===== config.mk =====
export PLATFORM = sky130hd
export DESIGN_NAME = instruction_fetcher
export DESIGN_NICKNAME = d
export VERILOG_FILES = /design/src/rtl/instruction_fetcher.sv
export SDC_FILE = /design/constraint.sdc
export NUM_CORES = 1
export LEC_CHECK = 0
export CORE_MARGIN = 4
export CORE_UTILIZATION = 50
export CTS_CLUSTER_DIAMETER = 200
export DETAILED_ROUTE_END_ITERATION = 16
export PLACE_DENSITY_LB_ADDON = 0.15
export SETUP_SLACK_MARGIN = 0.15
export SLEW_MARGIN = 25
export SYNTH_ARGS = -nofsm -noshare
export SYNTH_HDL_FRONTEND = slang
export SYNTH_SLANG_ARGS = --single-unit

===== constraint.sdc =====
create_clock -name clk_in -period 10.31 [get_ports clk_in]
set_input_delay 3.093 -clock clk_in [delete_from_list [all_inputs] [get_ports clk_in]]
set_output_delay 3.093 -clock clk_in [all_outputs]
set_load 0.005 [all_outputs]

===== src/rtl/instruction_fetcher.sv =====
// Fetch stage ahead of the instruction queue: one outstanding icache request,
// JAL/BHT-based next-PC prediction, and ROB-driven redirect on roll_back.
module instruction_fetcher #(
    parameter int          BHT_INDEX_WIDTH = 6,
    parameter logic [31:0] RESET_PC        = 32'h0000_0000
) (
    input  logic        clk_in,
    input  logic        rst_in,
    input  logic        rdy_in,
    input  logic        isq_full,
    input  logic        roll_back,
    input  logic [31:0] rollback_pc,
    output logic        icache_req,
    output logic [31:0] icache_addr,
    input  logic        icache_valid,
    input  logic [31:0] icache_data,
    output logic        instruction_ready,
    output logic [31:0] instruction_out,
    output logic [31:0] pc_out,
    output logic        pred_taken_out,
    input  logic        bht_update,
    input  logic [31:0] bht_update_pc,
    input  logic        bht_update_taken
);

    localparam int BHT_SIZE = 1 << BHT_INDEX_WIDTH;

    localparam logic [6:0] OPCODE_JAL    = 7'b1101111;
    localparam logic [6:0] OPCODE_BRANCH = 7'b1100011;

    typedef enum logic {
        S_IDLE,
        S_WAIT
    } fetch_state_t;

    fetch_state_t state, state_next;

    logic [31:0] pc, pc_next;
    logic        discard, discard_next;

    logic        req_next;
    logic [31:0] addr_next;
    logic        ready_next;
    logic [31:0] instr_next;
    logic [31:0] pc_out_next;
    logic        pred_next;

    logic [1:0]  bht [BHT_SIZE];

    logic [BHT_INDEX_WIDTH-1:0] pred_idx;
    logic [BHT_INDEX_WIDTH-1:0] upd_idx;
    logic [1:0]  pred_ctr;
    logic [1:0]  upd_ctr;

    logic [6:0]  opcode;
    logic [31:0] jal_imm;
    logic [31:0] br_imm;
    logic [31:0] predicted_pc;
    logic        predicted_taken;

    // Only the index bits of the committed branch PC select a counter.
    logic        unused_upd_pc_bits;
    assign unused_upd_pc_bits = ^{bht_update_pc[31:BHT_INDEX_WIDTH+2], bht_update_pc[1:0]};

    assign pred_idx = pc[BHT_INDEX_WIDTH+1:2];
    assign upd_idx  = bht_update_pc[BHT_INDEX_WIDTH+1:2];
    assign pred_ctr = bht[pred_idx];
    assign upd_ctr  = bht[upd_idx];

    assign opcode  = icache_data[6:0];
    assign jal_imm = {{12{icache_data[31]}}, icache_data[19:12], icache_data[20],
                      icache_data[30:21], 1'b0};
    assign br_imm  = {{20{icache_data[31]}}, icache_data[7], icache_data[30:25],
                      icache_data[11:8], 1'b0};

    always_comb begin
        predicted_pc    = pc + 32'd4;
        predicted_taken = 1'b0;
        if (opcode == OPCODE_JAL) begin
            predicted_pc    = pc + jal_imm;
            predicted_taken = 1'b1;
        end else if (opcode == OPCODE_BRANCH && pred_ctr[1]) begin
            predicted_pc    = pc + br_imm;
            predicted_taken = 1'b1;
        end
    end

    always_comb begin
        state_next   = state;
        pc_next      = pc;
        discard_next = discard;
        req_next     = 1'b0;
        addr_next    = icache_addr;
        ready_next   = 1'b0;
        instr_next   = instruction_out;
        pc_out_next  = pc_out;
        pred_next    = pred_taken_out;

        if (roll_back) begin
            // A word still in flight must be swallowed when it finally returns.
            pc_next = rollback_pc;
            if (state == S_WAIT && !icache_valid) begin
                discard_next = 1'b1;
                state_next   = S_WAIT;
            end else begin
                discard_next = 1'b0;
                state_next   = S_IDLE;
            end
        end else begin
            case (state)
                S_IDLE: begin
                    if (!isq_full) begin
                        req_next   = 1'b1;
                        addr_next  = pc;
                        state_next = S_WAIT;
                    end
                end
                S_WAIT: begin
                    if (icache_valid) begin
                        state_next = S_IDLE;
                        if (discard) begin
                            discard_next = 1'b0;
                        end else begin
                            ready_next  = 1'b1;
                            instr_next  = icache_data;
                            pc_out_next = pc;
                            pred_next   = predicted_taken;
                            pc_next     = predicted_pc;
                        end
                    end
                end
                default: state_next = S_IDLE;
            endcase
        end
    end

    always_ff @(posedge clk_in or negedge rst_in) begin
        if (!rst_in) begin
            state             <= S_IDLE;
            pc                <= RESET_PC;
            discard           <= 1'b0;
            icache_req        <= 1'b0;
            icache_addr       <= RESET_PC;
            instruction_ready <= 1'b0;
            instruction_out   <= 32'h0;
            pc_out            <= 32'h0;
            pred_taken_out    <= 1'b0;
        end else if (rdy_in) begin
            state             <= state_next;
            pc                <= pc_next;
            discard           <= discard_next;
            icache_req        <= req_next;
            icache_addr       <= addr_next;
            instruction_ready <= ready_next;
            instruction_out   <= instr_next;
            pc_out            <= pc_out_next;
            pred_taken_out    <= pred_next;
        end
    end

    // Counters start weakly not-taken and saturate at both ends.
    always_ff @(posedge clk_in or negedge rst_in) begin
        if (!rst_in) begin
            for (int k = 0; k < BHT_SIZE; k++) begin
                bht[k] <= 2'b01;
            end
        end else if (rdy_in && bht_update) begin
            if (bht_update_taken) begin
                if (upd_ctr != 2'b11) begin
                    bht[upd_idx] <= upd_ctr + 2'b01;
                end
            end else begin
                if (upd_ctr != 2'b00) begin
                    bht[upd_idx] <= upd_ctr - 2'b01;
                end
            end
        end
    end

endmodule


==> results of run 1 <==
per-stage QoR:
stage               cells  cell area [um^2]  setup slack (ns)
CTS                  2218             18340             3.252
floorplan            1675             15310             4.073
global route         2218             18350             2.959
detailed placement   2164             17350             2.692
finish               2219             18350             3.124
global placement     2164             17350             2.792
how the worst max path moves through the flow:
stage                                start  endpoint
after detailed placement  bht_update_pc[4]   bht[85]
final                     bht_update_pc[4]   bht[85]
after CTS                 bht_update_pc[4]   bht[85]
after global placement    bht_update_pc[4]   bht[65]
after floorplan           bht_update_pc[4]  bht[107]
after global routing      bht_update_pc[4]   bht[97]
layout make-up:
class,count,share of cell area
flip-flops and latches,261,0.3603
well taps,390,0.02659
diodes,1,0.0001364
inverters,25,0.005114
clock inverters,13,0.008318
repair buffers,192,0.1027
clock buffers,41,0.04582
multi-input cells,1296,0.4510
power by group:
group	leakage [nW]	total [mW]	switching, mW	internal (mW)
Clock	0.488	1.07	0.424	0.642
Combinational	4.19	1.13	0.579	0.549
Sequential	3.17	1.41	0.172	1.24
synth_stat cells (all sizes together), types with 5 or more instances:
master,number
o311ai,7
a22o,5
nor4,11
dfrtp,197
o21ai,81
inv,25
a21oi,140
nand2,280
a211oi,18
clkbuf,71
nand4,12
mux2i,12
xnor2,27
or2,8
nand3,30
a22oi,28
and3,25
xor2,25
buf,22
nor3b,6
o211ai,9
nor3,18
ha,46
o31ai,8
mux4,14
mux2,103
o21bai,5
or3,13
nand3b,5
nor2,197
nand2b,7
o22a,7
o22ai,42
a21o,20
a31oi,10
a2111oi,6
dfstp,64
a221oi,7
o21a,5
a41o,5
cell families after synthesis:
| group | count (synthesis) | share of synthesized area |
|---|---|---|
| flops | 261 | 0.4319 |
| xor+xnor | 52 | 0.02975 |
| mux | 129 | 0.1042 |
| compound gates | 432 | 0.1801 |
| buf+inv | 118 | 0.03122 |
| fa+ha+maj | 48 | 0.04022 |
| simple gates | 635 | 0.1826 |
worst register-to-register path: cells and delay by family (launching register included):
kind	cells	cell delay, ns
simple gates	4	0.98
fa+ha+maj	1	0.51
buf+inv	1	0.39
compound gates	5	2.06
flops	1	1.02
layout by cell type (no fill, tap or decap), types with 9 or more instances in the layout:
master | netlist | routed
nand2_1 | 280 | 279
dfrtp_1 | 197 | 197
nor2_1 | 195 | 192
clkdlybuf4s50_1 | 0 | 174
a21oi_1 | 139 | 139
mux2_2 | 103 | 103
o21ai_0 | 74 | 74
dfstp_2 | 64 | 64
ha_1 | 46 | 46
o22ai_1 | 42 | 42
nand3_1 | 30 | 30
clkbuf_16 | 0 | 29
a22oi_1 | 28 | 28
xnor2_1 | 27 | 26
inv_1 | 25 | 25
and3_1 | 25 | 25
xor2_1 | 25 | 25
a21o_1 | 20 | 20
a211oi_1 | 18 | 18
nor3_1 | 18 | 17
buf_4 | 1 | 15
mux4_2 | 14 | 14
or3_1 | 13 | 13
nand4_1 | 12 | 12
mux2i_1 | 12 | 12
nor4_1 | 11 | 10
a31oi_1 | 10 | 10
o211ai_1 | 9 | 9
per-layer routing:
| metal | part of all wire | up-vias | GRT usage |
|---|---|---|---|
| met5 | 0 | - | 0 |
| met4 | 0.042 | 0 | 0.1100 |
| met3 | 0.076 | 132 | 0.05434 |
| met2 | 0.46 | 564 | 0.4508 |
| met1 | 0.42 | 6664 | 0.3806 |
| li1 | - | 6291 | - |
==> out/results.ini, run 1 <==
[run_status]
status = finished, final reports clean

[layout]
multi_input_area_mm2 = 0.008277
fin_util = 0.6127
final_nets = 1957
syn_to_final_growth_pct = 19.89
regArea_mm2 = 0.006611
fillers = 2608
layout-drive-gt1-share = 0.1543

[power]
p_per_area_mw_per_mm2 = 196.2
finalPower_mw = 3.600
irDropWorstVdd_mv = 0.1750
p_leak_nw = 7.851

[yosys]
netlist_top_cells_area = dfrtp_1 32%, dfstp_2 11%, mux2_2 7.6%
avgSynthCellArea_um2 = 9.139
yosys_warnings = 0
synth_top_area_cell = dfrtp_1
syn_nets = 1827
synth_area_mm2 = 0.01531
synth.distinct_cells = 82
synth_enable_flop_cells = 0
netlist_instances = 1675
synth-async-reset-ratio = 1.000
synth_top_area_share = 0.3221
ys_seq_area_frac = 0.4319
synth_seq_cells = 261
synthFlopType = dfrtp_1

[cts]
clockBufferDepth = 3
cts_tree = yes
cts_sinks = 261
cts.clk_slew.worst_paths_ns = 0.06
hold_buffers = 0
cts_post_setup_buffers_inserted = 0
htreeDepth = 1
insertion_delay_ns = 0.56
ctsResizeCount = 0
cts_buffers = 29
cts-root-buf = clkbuf_16

[die]
die-width_um = 183.0
die_area_mm2 = 0.03348
initial_core_util = 0.5110
rows = 63
ioPinCount = 203
die_h_um = 183.0
core_area_mm2 = 0.02995

[critical_path]
required_ns = 10.75
critPathSlowestCell = clkdlybuf4s50_1
rr_startpoint = pc[2]
endpoint_kind = register
worstPathArrival_ns = 7.62
critical_path_class = input port to register
slowest_delay_ns = 0.75
worst-path-stages = 14
worstPathCellList = clkdlybuf4s50_1 > and3b_1 > a22o_1 > a221oi_1 > and3_1 > o21ai_0 > nor4_1 > inv_1 > ha_1 > mux2i_1 > and3_1 > nand2_1 > nor2_1 > mux2_2
r2r_slack_ns = 5.21
reg2reg_depth = 11
worstPathMaxFanout = 14
cpMostUsedCell = and3_1
r2r-end = pc[31]
timing.critical_path.buf_inv = 2
crit_family = simple AND/OR/NAND/NOR gates
critPathLaunchType = input port

[global_routing]
grt_pass1_wl_um = 76030
first_global_vias = 13648
antenna_found_initial = 0
gr-total-overflow = 0
grt_start_max_net_pins = 120
grt_usage = 0.2813

[hold_path]
min_to = instruction_out[1]
min-delay-start = instruction_out[1]
hp-class = register to register
whs_path_depth = 2

[routing]
drt-total-wl_um = 48210
drt_iter0_markers = 1297
vias = 13651
wire_per_inst_um = 21.73
drtPass1Iterations = 6
ant_nets = 0
viasPerCell = 6.152
drc = 0

[sta]
rsz0062_at_grt = no
finalCritPeriodShare = 0.6970
hold_ws_ns = 0.4690
fin_skew_ns = 0.01035
hold_viol = 0
relSlewSlack = 0.2688
drv_slew = 0
setup_viol = 0
max_freq_mhz = 139.2
worstMarginPinSlew_ns = 1.093
tns_ns = 0
period_minus_slack_ns = 7.186

[flow_run]
max_cap_viol_count = 0

[place]
place_congestion = 0.9636
io_buffers = 176
dpl.hpwl_um = 32700

No activity file was read; power rests on OpenSTA's default activity.
==> run 2, diff against run 1 <==
- clock period: 10.31 -> 6.8 ns (I/O delays scaled with it)
==> out/results.ini, run 2 (same netlist as run 1, synthesis figures left out) <==
[hold_path]
hp-class = register to register

[sta]
finalCritPeriodShare = 0.8462
tns_ns = 0  ; unchanged
period_minus_slack_ns = 5.754
hold_viol = 0  ; unchanged
setup_viol = 0  ; unchanged
fin_skew_ns = 0.02255  ; +0.01220 ns
drv_slew = 0  ; unchanged
max_freq_mhz = 173.8
rsz0062_at_grt = no
relSlewSlack = 0.3139  ; +0.04507
worstMarginPinSlew_ns = 1.023  ; -0.06989 ns

[power]
irDropWorstVdd_mv = 0.1948  ; +11%
p_leak_nw = 7.927  ; +0.96%
p_per_area_mw_per_mm2 = 299.2  ; +53%
finalPower_mw = 5.531  ; +54%

[routing]
vias = 13798  ; +1.1%
ant_nets = 0  ; unchanged
drt-total-wl_um = 48950  ; +1.5%
viasPerCell = 6.185  ; +0.53%
drc = 0  ; unchanged
drt_iter0_markers = 1248  ; -3.8%
wire_per_inst_um = 21.94  ; +0.97%
drtPass1Iterations = 5  ; -1

[layout]
regArea_mm2 = 0.006611  ; unchanged
multi_input_area_mm2 = 0.008258  ; -0.23%
final_cells = 2231  ; +0.54%
final_common_cell = nand2_1
fillers = 2588  ; -0.77%
final_cell_mix = 279 x nand2_1, 197 x dfrtp_1, 193 x nor2_1
syn_to_final_growth_pct = 20.77
antenna_cells = 0  ; -1
layout-drive-gt1-share = 0.1570  ; +0.002713
final_nets = 1970  ; +0.66%
fin_util = 0.6172  ; +0.004511
fin_area_mm2 = 0.01849  ; +0.74%

[critical_path]
critPathLaunchType = input port
crit_start = bht_update_pc[4]
critical_path_class = input port to register
cpMostUsedCell = and3_1
worstPathCellList = clkdlybuf4s50_1 > and3b_1 > a22o_1 > a221oi_1 > and3_1 > o21ai_0 > nor4_1 > inv_1 > ha_1 > mux2i_1 > and3_1 > nand2_1 > nor2_1 > mux2_2
required_ns = 7.25  ; -3.50 ns
rr_startpoint = pc[3]
endpoint = bht[111]
r2r-end = pc[30]
slowest_delay_ns = 0.71  ; -0.04 ns
endpoint_kind = register
worstPathMaxFanout = 14  ; unchanged
critPathSlowestCell = clkdlybuf4s50_1
worstPathArrival_ns = 6.21  ; -1.41 ns
crit_family = simple AND/OR/NAND/NOR gates
r2r_slack_ns = 2.42  ; -2.79 ns
worst-path-stages = 14  ; unchanged
timing.critical_path.buf_inv = 2  ; unchanged
reg2reg_depth = 9  ; -2

[place]
dp.cells = 2176  ; +0.55%
io_buffers = 176  ; unchanged
dpl.hpwl_um = 33400  ; +2.1%
placed_area_mm2 = 0.01745  ; +0.61%
place_congestion = 0.9307  ; -3.4%

[die]
die-width_um = 183.0  ; unchanged
ioPinCount = 203  ; unchanged
rows = 63  ; unchanged
die_h_um = 183.0  ; unchanged
initial_core_util = 0.5110  ; unchanged
die_area_mm2 = 0.03348  ; unchanged
core_area_mm2 = 0.02995  ; unchanged

[cts]
cts-root-buf = clkbuf_16
htreeDepth = 1  ; unchanged
hold_buffers = 0  ; unchanged
cts_buffers = 30  ; +3.4%
cts_post_setup_buffers_inserted = 0  ; unchanged
cts_tree = yes
ctsResizeCount = 0  ; unchanged
cts.clk_slew.worst_paths_ns = 0.06  ; about the same
insertion_delay_ns = 0.57  ; about the same
cts_sinks = 261  ; unchanged
clockBufferDepth = 3  ; unchanged

[global_routing]
grt_pass1_wl_um = 76200  ; +0.23%
grt_usage = 0.2834  ; +0.002070
grt_start_max_net_pins = 163  ; +36%
first_global_vias = 13411  ; -1.7%
gr-total-overflow = 0  ; unchanged
antenna_found_initial = 0  ; unchanged

[run_status]
status = finished, final reports clean

[flow_run]
max_cap_viol_count = 0  ; unchanged

[run 2: worst min-delay path by stage]
stage	start	end	slack (ns)	cells past startpoint
final	pc_out[18]	pc_out[18]	0.47	2
after global routing	pc_out[5]	pc_out[5]	0.49	2
after CTS	instruction_out[28]	instruction_out[28]	0.48	2
after detailed placement	instruction_out[28]	instruction_out[28]	0.46	2
after global placement	instruction_out[12]	instruction_out[12]	0.46	2
after floorplan	pc[0]	pc_out[0]	0.45	2
[run 2: tightest hold or removal path: stages (launching register included)]
cell and delay (ns):
dfrtp_1 0.34, nand2_1 0.05, nand2_1 0.05
[run 2: per-stage QoR]
stage                     hold WS [ns]  setup WS (ns)
after CTS                       0.4762          1.104
after global placement          0.4576         0.5844
after global routing            0.4937         0.7791
final                           0.4697          1.046
after floorplan                 0.4496          1.616
after detailed placement        0.4615         0.5392
[run 2: final cells by class]
cell class | instances | area share
Inverter | 25 | 0.005076
Timing Repair Buffer | 204 | 0.1083
Multi-Input combinational cell | 1296 | 0.4467
Sequential cell | 261 | 0.3576
Clock buffer | 44 | 0.04778
Clock inverter | 11 | 0.008122
Tap cell | 390 | 0.02640
[run 2: metal layers]
layer	global-route usage	vias to the layer above	part of all wire
li1	-	6327	-
met1	0.3938	6770	0.42
met2	0.4715	586	0.47
met3	0.03372	115	0.070
met4	0.08313	0	0.034
met5	0	-	0
[run 2: power breakdown]
group	internal (mW)	switching [mW]	leakage [nW]	total [mW]
combinational	0.844	0.891	4.25	1.73
clock	1.01	0.653	0.504	1.66
sequential	1.87	0.259	3.17	2.13
==> run 3, diff against run 2 <==
- clock period: 6.8 -> 4.9 ns (I/O delays scaled with it)
==> out/results.ini, run 3 (same netlist as run 1, synthesis figures left out) <==
[critical_path]
worstPathArrival_ns = 5.02  ; -1.19 ns
rr_startpoint = pc[3]
crit_start = icache_data[21]
critical_path_class = input port to register
slowest_delay_ns = 0.50  ; -0.21 ns
endpoint_kind = register
r2r_slack_ns = 1.15  ; -1.27 ns
crit_family = compound AO/OA/AOI/OAI gates
reg2reg_depth = 13  ; +4
worstPathCellList = clkdlybuf4s50_1 > ha_1 > inv_1 > fa_2 > nand2b_4 > a2111oi_4 > buf_4 > o311ai_2 > a2111oi_2 > buf_4 > o21ai_1 > or4_1 > a22oi_2 > buf_4 > nor3_1 > nand4bb_1
cpMostUsedCell = buf_4
critPathLaunchType = input port
required_ns = 5.33  ; -1.92 ns
timing.critical_path.buf_inv = 5  ; +3
critPathSlowestCell = or4_1
worst-path-stages = 16  ; +2
worstPathMaxFanout = 2  ; -12

[global_routing]
grt_start_max_net_pins = 94  ; -42%
grt_pass1_wl_um = 79070  ; +3.8%
gr-total-overflow = 0  ; unchanged
grt_usage = 0.2939  ; +0.01048
antenna_found_initial = 0  ; unchanged
first_global_vias = 14338  ; +6.9%

[run_status]
status = finished, final reports clean

[routing]
viasPerCell = 6.035  ; -2.4%
drtPass1Iterations = 7  ; +2
drt_iter0_markers = 1171  ; -6.2%
wire_per_inst_um = 21.03  ; -4.1%
vias = 14478  ; +4.9%
wl_met2_um = 23720  ; +2.5%
drc = 0  ; unchanged
top_layer = met4
drt-total-wl_um = 50450  ; +3.1%
wl_met1_um = 20770  ; +0.22%
wl_met3_um = 3524  ; +3.0%
ant_nets = 0  ; unchanged

[power]
irDropWorstVdd_mv = 0.2904  ; +49%
p_leak_nw = 8.831  ; +11%
p_per_area_mw_per_mm2 = 389.2  ; +30%

[cts]
cts_sinks = 261  ; unchanged
cts-root-buf = clkbuf_16
cts.clk_slew.worst_paths_ns = 0.06  ; about the same
cts_tree = yes
cts_buffers = 29  ; -3.3%
insertion_delay_ns = 0.56  ; about the same
clockBufferDepth = 3  ; unchanged
hold_buffers = 0  ; unchanged
htreeDepth = 1  ; unchanged

[place]
placed_area_mm2 = 0.01886  ; +8.1%
dpl.hpwl_um = 36410  ; +9.0%
io_buffers = 176  ; unchanged
place_congestion = 0.9819  ; +5.5%

[die]
die_h_um = 183.0  ; unchanged
die-width_um = 183.0  ; unchanged
rows = 63  ; unchanged
core_area_mm2 = 0.02995  ; unchanged
die_area_mm2 = 0.03348  ; unchanged
initial_core_util = 0.5110  ; unchanged
ioPinCount = 203  ; unchanged

[sta]
rsz0062_at_grt = no
drv_slew = 0  ; unchanged
relSlewSlack = 0.3919  ; +0.07804
period_minus_slack_ns = 4.583
finalCritPeriodShare = 0.9352
setup_viol = 0  ; unchanged
max_freq_mhz = 218.2
worstMarginPinSlew_ns = 0.9087  ; -0.1141 ns
fin_skew_ns = 0.01895  ; -0.003599 ns
hold_viol = 0  ; unchanged
tns_ns = 0  ; unchanged

[flow_run]
max_cap_viol_count = 0  ; unchanged

[layout]
fillers = 2484  ; -4.0%
fin_util = 0.6636  ; +0.04645
fin_area_mm2 = 0.01988  ; +7.5%
layout-drive-gt1-share = 0.2334  ; +0.07647
antenna_cells = 0  ; unchanged
syn_to_final_growth_pct = 29.86
final_nets = 2139  ; +8.6%
final_cell_mix = 278 x nand2_1, 197 x dfrtp_1, 192 x nor2_1
final_common_cell = nand2_1

[hold_path]
min-delay-start = instruction_out[27]
whs_path_depth = 2  ; unchanged
hp-class = register to register

## run 3: cell types whose count changed in the layout (fill, tap and decap cells not counted), sizes merged
cell,delta
inv,+2
dlymetal6s2s,+1
clkinvlp,-2
clkinv,+4
clkdlybuf4s50,-3
dlygate4sd2,+1
clkbuf,-5
buf,+170
## run 3: final cells by class
class | instances | area, um^2 | area share
Clock inverter | 15 | 161.4 | 0.008120
Sequential cell | 261 | 6611 | 0.3326
Tap cell | 390 | 488.0 | 0.02455
Clock buffer | 38 | 799.5 | 0.04022
Timing Repair Buffer | 374 | 3412 | 0.1716
Inverter | 25 | 93.84 | 0.004721
Multi-Input combinational cell | 1296 | 8312 | 0.4181
## run 3: worst min-delay path, stage by stage (launching register included)
cell	delay, ns
dfrtp_1	0.34
nand2_1	0.05
nand2_1	0.05
## run 3: path summary, 6_finish.rpt
check / to
setup / recovery: pc[31]
hold / removal: instruction_out[27]
setup reg to reg: pc[31]
hold reg to reg: instruction_out[27]
max in group asynchronous: async pin
min in group asynchronous: instruction_out[4]
## run 3: metal layers
| layer | GRT usage | vias up |
|---|---|---|
| met1 | 0.3891 | 7017 |
| met5 | 0 | - |
| met4 | 0.1210 | 0 |
| li1 | - | 6661 |
| met3 | 0.04324 | 157 |
| met2 | 0.4875 | 643 |
## run 3: timing repair
action | CTS | global route
buffers inserted | 0 | 0
resized for setup | 10 | 9
pin swaps | 1 | 3
endpoints found under the setup margin | 123 | 116
## run 3: power by group
group | internal, mW | switching (mW)
Sequential | 2.60 | 0.360
Combinational | 1.29 | 1.28
Clock | 1.30 | 0.902
## run 3: through the flow
step	hold WS [ns]	cells	worst slack (ns)	power [mW]
6_report	0.4705	2399	0.3174	7.737
3_5_place_dp	0.4622	2346	-0.7736	5.512
5_1_grt	0.4966	2399	0.1505	8.145
2_1_floorplan	0.4496	1675	0.2865	4.284
4_1_cts	0.4752	2399	0.1503	7.743
3_3_place_gp	0.4574	2346	-0.6748	5.443
